`src/rtl/hd63701_intc_pkg.sv`:
```
// Shared constants for the HD63701 interrupt path: vector low bytes, IRQ2V
// nibble codes and the debug pending-mask layout. The sequencer imports the
// same package so both blocks agree on every vector value.
package hd63701_intc_pkg;

   // Low byte of each interrupt vector (high byte is always FF)
   localparam logic [7:0] VEC_NMI  = 8'hFC;
   localparam logic [7:0] VEC_IRQ1 = 8'hF8;
   localparam logic [7:0] VEC_ICF  = 8'hF6;
   localparam logic [7:0] VEC_OCF  = 8'hF4;
   localparam logic [7:0] VEC_TOF  = 8'hF2;
   localparam logic [7:0] VEC_SCI  = 8'hF0;

   // IRQ2V is the low nibble of the selected timer vector
   localparam logic [3:0] IRQ2V_ICF  = VEC_ICF[3:0];
   localparam logic [3:0] IRQ2V_OCF  = VEC_OCF[3:0];
   localparam logic [3:0] IRQ2V_TOF  = VEC_TOF[3:0];
   localparam logic [3:0] IRQ2V_NONE = 4'h0;

   // Bit positions inside PEND
   localparam int unsigned PEND_NMI = 6;
   localparam int unsigned PEND_IRQ = 5;
   localparam int unsigned PEND_ICF = 4;
   localparam int unsigned PEND_OCF = 3;
   localparam int unsigned PEND_TOF = 2;
   localparam int unsigned PEND_SCI = 1;

   // Enabled timer requests (flag & enable)
   typedef struct packed {
      logic icf;
      logic ocf;
      logic tof;
   } timer_req_t;

   // Fixed priority ICF > OCF > TOF
   function automatic logic [3:0] timer_vec(timer_req_t req);
      logic [3:0] v;
      if (req.icf) begin
         v = IRQ2V_ICF;
      end else if (req.ocf) begin
         v = IRQ2V_OCF;
      end else if (req.tof) begin
         v = IRQ2V_TOF;
      end else begin
         v = IRQ2V_NONE;
      end
      return v;
   endfunction

   // Assemble the debug pending mask; bits 7 and 0 are always zero
   function automatic logic [7:0] pend_mask(logic nmi, logic irq, timer_req_t req, logic sci);
      logic [7:0] m;
      m           = 8'h00;
      m[PEND_NMI] = nmi;
      m[PEND_IRQ] = irq;
      m[PEND_ICF] = req.icf;
      m[PEND_OCF] = req.ocf;
      m[PEND_TOF] = req.tof;
      m[PEND_SCI] = sci;
      return m;
   endfunction

endpackage

```
`src/rtl/hd63701_pinsync.sv`:
```
// Three-stage synchroniser for an asynchronous active-low pin. All stages
// reset to 1 so a reset pin reads as inactive; s3 is exposed for edge detect.
module hd63701_pinsync (
   input  logic clk,
   input  logic rst,
   input  logic pin,
   output logic s2,
   output logic s3
);

   logic s1;

   // Shift the pin through three flops, parking at the inactive level on reset
   always_ff @(posedge clk) begin
      if (rst) begin
         s1 <= 1'b1;
         s2 <= 1'b1;
         s3 <= 1'b1;
      end else begin
         s1 <= pin;
         s2 <= s1;
         s3 <= s2;
      end
   end

endmodule

```
`src/rtl/hd63701_intc.sv`:
```
// Interrupt request conditioner for the HD63701 sequencer. Synchronises the
// NMI and IRQ1 pins, edge-latches NMI, merges enabled timer flags into
// IRQ2/IRQ2V and forwards the SCI request. Every output is a flop.
module hd63701_intc
   import hd63701_intc_pkg::*;
#(
   parameter int unsigned NMI_EDGE = 1
) (
   input  logic       CLK,
   input  logic       RST,
   input  logic       NMI_N,
   input  logic       IRQ1_N,
   input  logic       ICF,
   input  logic       OCF,
   input  logic       TOF,
   input  logic       EICI,
   input  logic       EOCI,
   input  logic       ETOI,
   input  logic       SCIRQ,
   input  logic       VACK,
   input  logic [7:0] VNUM,
   output logic       NMI,
   output logic       IRQ,
   output logic       IRQ2,
   output logic [3:0] IRQ2V,
   output logic       IRQ0,
   output logic [7:0] PEND
);

   logic       nmi_s2;
   logic       nmi_s3;
   logic       irq1_s2;
   logic       irq1_s3;
   logic       unused_irq1_s3;

   logic       nmi_fall;
   logic       nmi_ack;
   logic       nmi_lat;
   logic       nmi_lat_d;
   logic       irq_d;
   timer_req_t tmr;
   logic       irq2_d;
   logic [3:0] irq2v_d;
   logic [7:0] pend_d;

   hd63701_pinsync u_nmi_sync (
      .clk (CLK),
      .rst (RST),
      .pin (NMI_N),
      .s2  (nmi_s2),
      .s3  (nmi_s3)
   );

   hd63701_pinsync u_irq1_sync (
      .clk (CLK),
      .rst (RST),
      .pin (IRQ1_N),
      .s2  (irq1_s2),
      .s3  (irq1_s3)
   );

   // IRQ1 is level-only, so its third stage has no consumer
   assign unused_irq1_s3 = irq1_s3;

   // s3 still high while s2 already low marks exactly one cycle per fall
   assign nmi_fall = nmi_s3 & ~nmi_s2;
   assign nmi_ack  = VACK & (VNUM == VEC_NMI);

   // NMI next state: latch with set beating clear, or the plain synchronised level
   always_comb begin
      nmi_lat_d = nmi_lat;
      if (NMI_EDGE != 0) begin
         if (nmi_ack) begin
            nmi_lat_d = 1'b0;
         end
         if (nmi_fall) begin
            nmi_lat_d = 1'b1;
         end
      end else begin
         nmi_lat_d = ~nmi_s2;
      end
   end

   // IRQ1 level, timer merge with priority vector, and the debug mask
   always_comb begin
      irq_d    = ~irq1_s2;
      tmr.icf  = ICF & EICI;
      tmr.ocf  = OCF & EOCI;
      tmr.tof  = TOF & ETOI;
      irq2_d   = tmr.icf | tmr.ocf | tmr.tof;
      irq2v_d  = timer_vec(tmr);
      pend_d   = pend_mask(nmi_lat_d, irq_d, tmr, SCIRQ);
   end

   // Output registers; IRQ2 and IRQ2V share an edge so they never disagree
   always_ff @(posedge CLK) begin
      if (RST) begin
         nmi_lat <= 1'b0;
         IRQ     <= 1'b0;
         IRQ2    <= 1'b0;
         IRQ2V   <= IRQ2V_NONE;
         IRQ0    <= 1'b0;
         PEND    <= 8'h00;
      end else begin
         nmi_lat <= nmi_lat_d;
         IRQ     <= irq_d;
         IRQ2    <= irq2_d;
         IRQ2V   <= irq2v_d;
         IRQ0    <= SCIRQ;
         PEND    <= pend_d;
      end
   end

   assign NMI = nmi_lat;

endmodule

```
`config.mk`:
```
export PLATFORM = sky130hd
export DESIGN_NAME = hd63701_intc
export DESIGN_NICKNAME = d
export VERILOG_FILES = /design/src/rtl/hd63701_intc_pkg.sv /design/src/rtl/hd63701_pinsync.sv /design/src/rtl/hd63701_intc.sv
export SDC_FILE = /design/constraint.sdc
export NUM_CORES = 1
export LEC_CHECK = 0
export BUFFER_PORTS_ARGS = -buffer_cell sky130_fd_sc_hd__buf_2
export CAP_MARGIN = 10
export CORE_MARGIN = 2
export CORE_UTILIZATION = 37
export DETAILED_ROUTE_END_ITERATION = 16
export PLACE_DENSITY = 0.78
export SLEW_MARGIN = 20
export SYNTH_ARGS = -nofsm -noshare
export SYNTH_HDL_FRONTEND = slang
export SYNTH_SLANG_ARGS = --single-unit
```
`constraint.sdc`:
```
create_clock -name CLK -period 1.04 [get_ports CLK]
set_clock_uncertainty 0.15 [all_clocks]
set_input_delay 0.156 -clock CLK [delete_from_list [all_inputs] [get_ports CLK]]
set_output_delay 0.156 -clock CLK [all_outputs]
set_load 0.1 [all_outputs]
```
==> results by group <==
Layout
  – N_diodes: 0
  – Synth-to-Final Area Change: 84.20%
  – Util after Layout: 71.03%
  – Nets: 103
  – Layout cells sized above 1: 57.32%
  – Final non-filler cell total: 97

Global routing
  – Overall Global Routing Usage: 16.53%
  – Global route total overflow: 0
  – Largest net degree at the start of global routing: 14
  – Initial antenna violation count: 0
  – First-pass GRT wire length: 1559 µm
  – Vias in the first global route: 414

STA
  – Final Critical Period: 1.133 ns
  – Final setup vio count: 12
  – Final-report hold violation count: 0
  – Part of the cycle the worst path needs: 108.9%
  – Final WS setup: -0.09290 ns
  – Highest Clock Rate: 0.8827 GHz
  – Slew Limit Fails: 0
  – RSZ-0062 raised after global routing: yes

Floorplanning
  – Starting density of the core: 38.56%
  – Die width: 40.13 µm
  – Site Rows: 13
  – Top Ports: 36
  – Die area: 1610 µm²
  – Core area: 1252 µm²
  – Die extent in y: 40.13 µm

Clock network
  – Deepest level of the CTS H-tree: 1
  – Clock Latency Late Sink: 0.27 ns
  – CTS Buf Count: 3
  – CTS tree: done
  – CTS clk-pin slew, worst paths: 0.08 ns
  – Clock Tree Root: clkbuf_4
  – Max Root-Sink Buffers: 2
  – Clk sinks: 14

Job
  – MaxCap Viol Count: 0

Power
  – Power, Total: 1.309 mW
  – Static leakage: 0.4101 nW
  – Cell Pwr Density: 1471 nW/µm²
  – Max IR drop VDD: 1.114 mV

Place
  – Placer Congestion: 0.6813
  – Inst Count DP: 87
  – Buffers on Ports: 31
  – Post-DP HPWL: 849.7 µm

Route
  – DRT Pass-1 Iters: 1
  – DRT iter0 DRCs: 0
  – Vias per cell: 4.381
  – DR WL/cell: 11.13 µm
  – Drt total wl: 1080 µm
  – Via count: 425
  – DRC viols: 0
  – Antenna viol nets, final: 0

Setup path
  – CP delay by family, top: flip-flops
  – Crit Path Max Fanout: 3
  – WP data required: 0.73 ns
  – Worst path slowest cell: dfxtp_4
  – Worst path max stage delay: 0.38 ns
  – Critical Path Source Type: register
  – Worst-path cell chain: buf_12
  – CP Class: reg -> out
  – Worst Path Arrival: 0.83 ns
  – Endpoint type of the worst setup path: output port
  – WP buf/inv: 1

Logic synthesis
  – Ys async rst share: 0%
  – Seq/Total Area, Yosys: 58.03%
  – Main area contributors after synthesis: dfxtp_1 58%, buf_4 11%, or2_1 6.5%
  – Simple-gate share of the synthesized area: 19.17%
  – Top-count cell post-synth: dfxtp_1
  – Post-Synth Adder-Cell Area: 0%
  – Largest family of logic cells by synthesized area: simple AND/OR/NAND/NOR gates
  – Post-synth top area share: 58.03%
  – Syn Inst Count: 46
  – Top cell types by occurrence after synthesis: 14 x dfxtp_1, 7 x buf_4, 5 x or2_1
  – Complex-gate fraction of the synthesized area: 7.254%
  – Warnings from Yosys: 0
  – Yosys reg bits: 14
  – Mux cell area share after synthesis: 0%
  – Avg Cell Area, Syn: 10.50 µm²
  – Synth unique cells: 16
  – Post-synthesis xor/xnor area fraction: 0%
  – Post-synth EDFFs: 0
  – Cell taking the most area after synthesis: dfxtp_1
  – Synth Cell Area: 483.0 µm²
  – Dominant synthesized flop cell: dfxtp_1

Status
  – Failing checks: negative setup slack
  – Status: complete, but fails checks

Hold path
  – Worst hold path class: in -> reg
[per-stage QoR]
stage / setup slack, ns / hold WS (ns) / setup TNS (ns) / area (µm²)
finish: -0.09290 / 0.01137 / -0.8394 / 889.6
CTS: -0.1068 / 0.003381 / -1.028 / 877.1
global placement: 0.07721 / 0.1832 / 0 / 803.3
detailed placement: -0.01717 / 0.1868 / -0.01717 / 803.3
floorplan: -0.1385 / 0.08243 / -0.1561 / 538.0
global route: -0.1271 / 0.01383 / -1.260 / 889.6
[state kept, by name, indices dropped and copies added, names as in the netlist]
register	cells
u_nmi_sync.s1	1
u_nmi_sync.s2	1
u_irq1_sync.s2	1
IRQ2	1
PEND	6
u_nmi_sync.s3	1
IRQ2V	2
u_irq1_sync.s1	1
[worst paths after layout]
| kind | start | end | slack (ns) | cells past startpoint |
|---|---|---|---|---|
| worst max-delay path | PEND[6] | PEND[6] | -0.09 | 1 |
| worst min-delay path | ETOI | IRQ2 | 0.01 | 3 |
| worst max register to register | PEND[6] | PEND[6] | 0.05 | 3 |
| worst min register to register | u_irq1_sync.s2 | PEND[5] | 0.23 | 1 |
[routing by layer]
layer	global-route usage (%)	up-vias	routed length (µm)
li1	-	206	-
met1	8.935	189	270
met2	35.89	28	654
met3	8.333	2	149
met4	10.34	0	6
met5	0	-	0
[cell families after synthesis]
family	count (synthesis)
AND/OR/NAND/NOR	17
AO/OA/AOI/OAI	4
buffers and inverters	10
flip-flops	14
other	1
[worst reg2reg max path: stages, from the launching register on]
cell	delay [ns]
dfxtp_4	0.38
buf_4	0.11
inv_2	0.03
o32ai_2	0.23
[repair_timing]
item	4_1_cts	5_1_grt
endpoints found under the setup margin	12	13
resized for setup	0	1
endpoints found under the hold margin	4	1
setup buffers	1	0
hold buffers	4	1
[cells in the final DEF, fill, tap and decap left out]
master / count
nor2b_1: 1
nand2_1: 4
dfxtp_1: 5
inv_2: 1
a31oi_1: 1
buf_4: 1
nand4_1: 1
nor2_1: 4
conb_1: 4
clkbuf_1: 1
buf_12: 12
nand2b_1: 1
nor4_2: 1
clkbuf_4: 4
dfxtp_2: 6
a21o_1: 1
dfxtp_4: 3
buf_2: 18
inv_1: 1
or2_1: 5
o32ai_2: 1
dlygate4sd3_1: 5
a21oi_1: 1
[layout make-up]
type | instances | area [µm²]
repair buffers | 37 | 395.4
fillers | 90 | 362.8
well taps | 15 | 18.77
clock buffers | 4 | 26.28
inverters | 2 | 7.507
multi-input cells | 25 | 142.6
flip-flops and latches | 14 | 299.0
[where the power goes]
group	internal (mW)	total [mW]	switching, mW
sequential	0.561	0.581	0.0204
clock	0.148	0.307	0.158
combinational	0.143	0.420	0.278
total	0.852	1.31	0.457
Note: power is estimated with default switching activity, not from simulation.
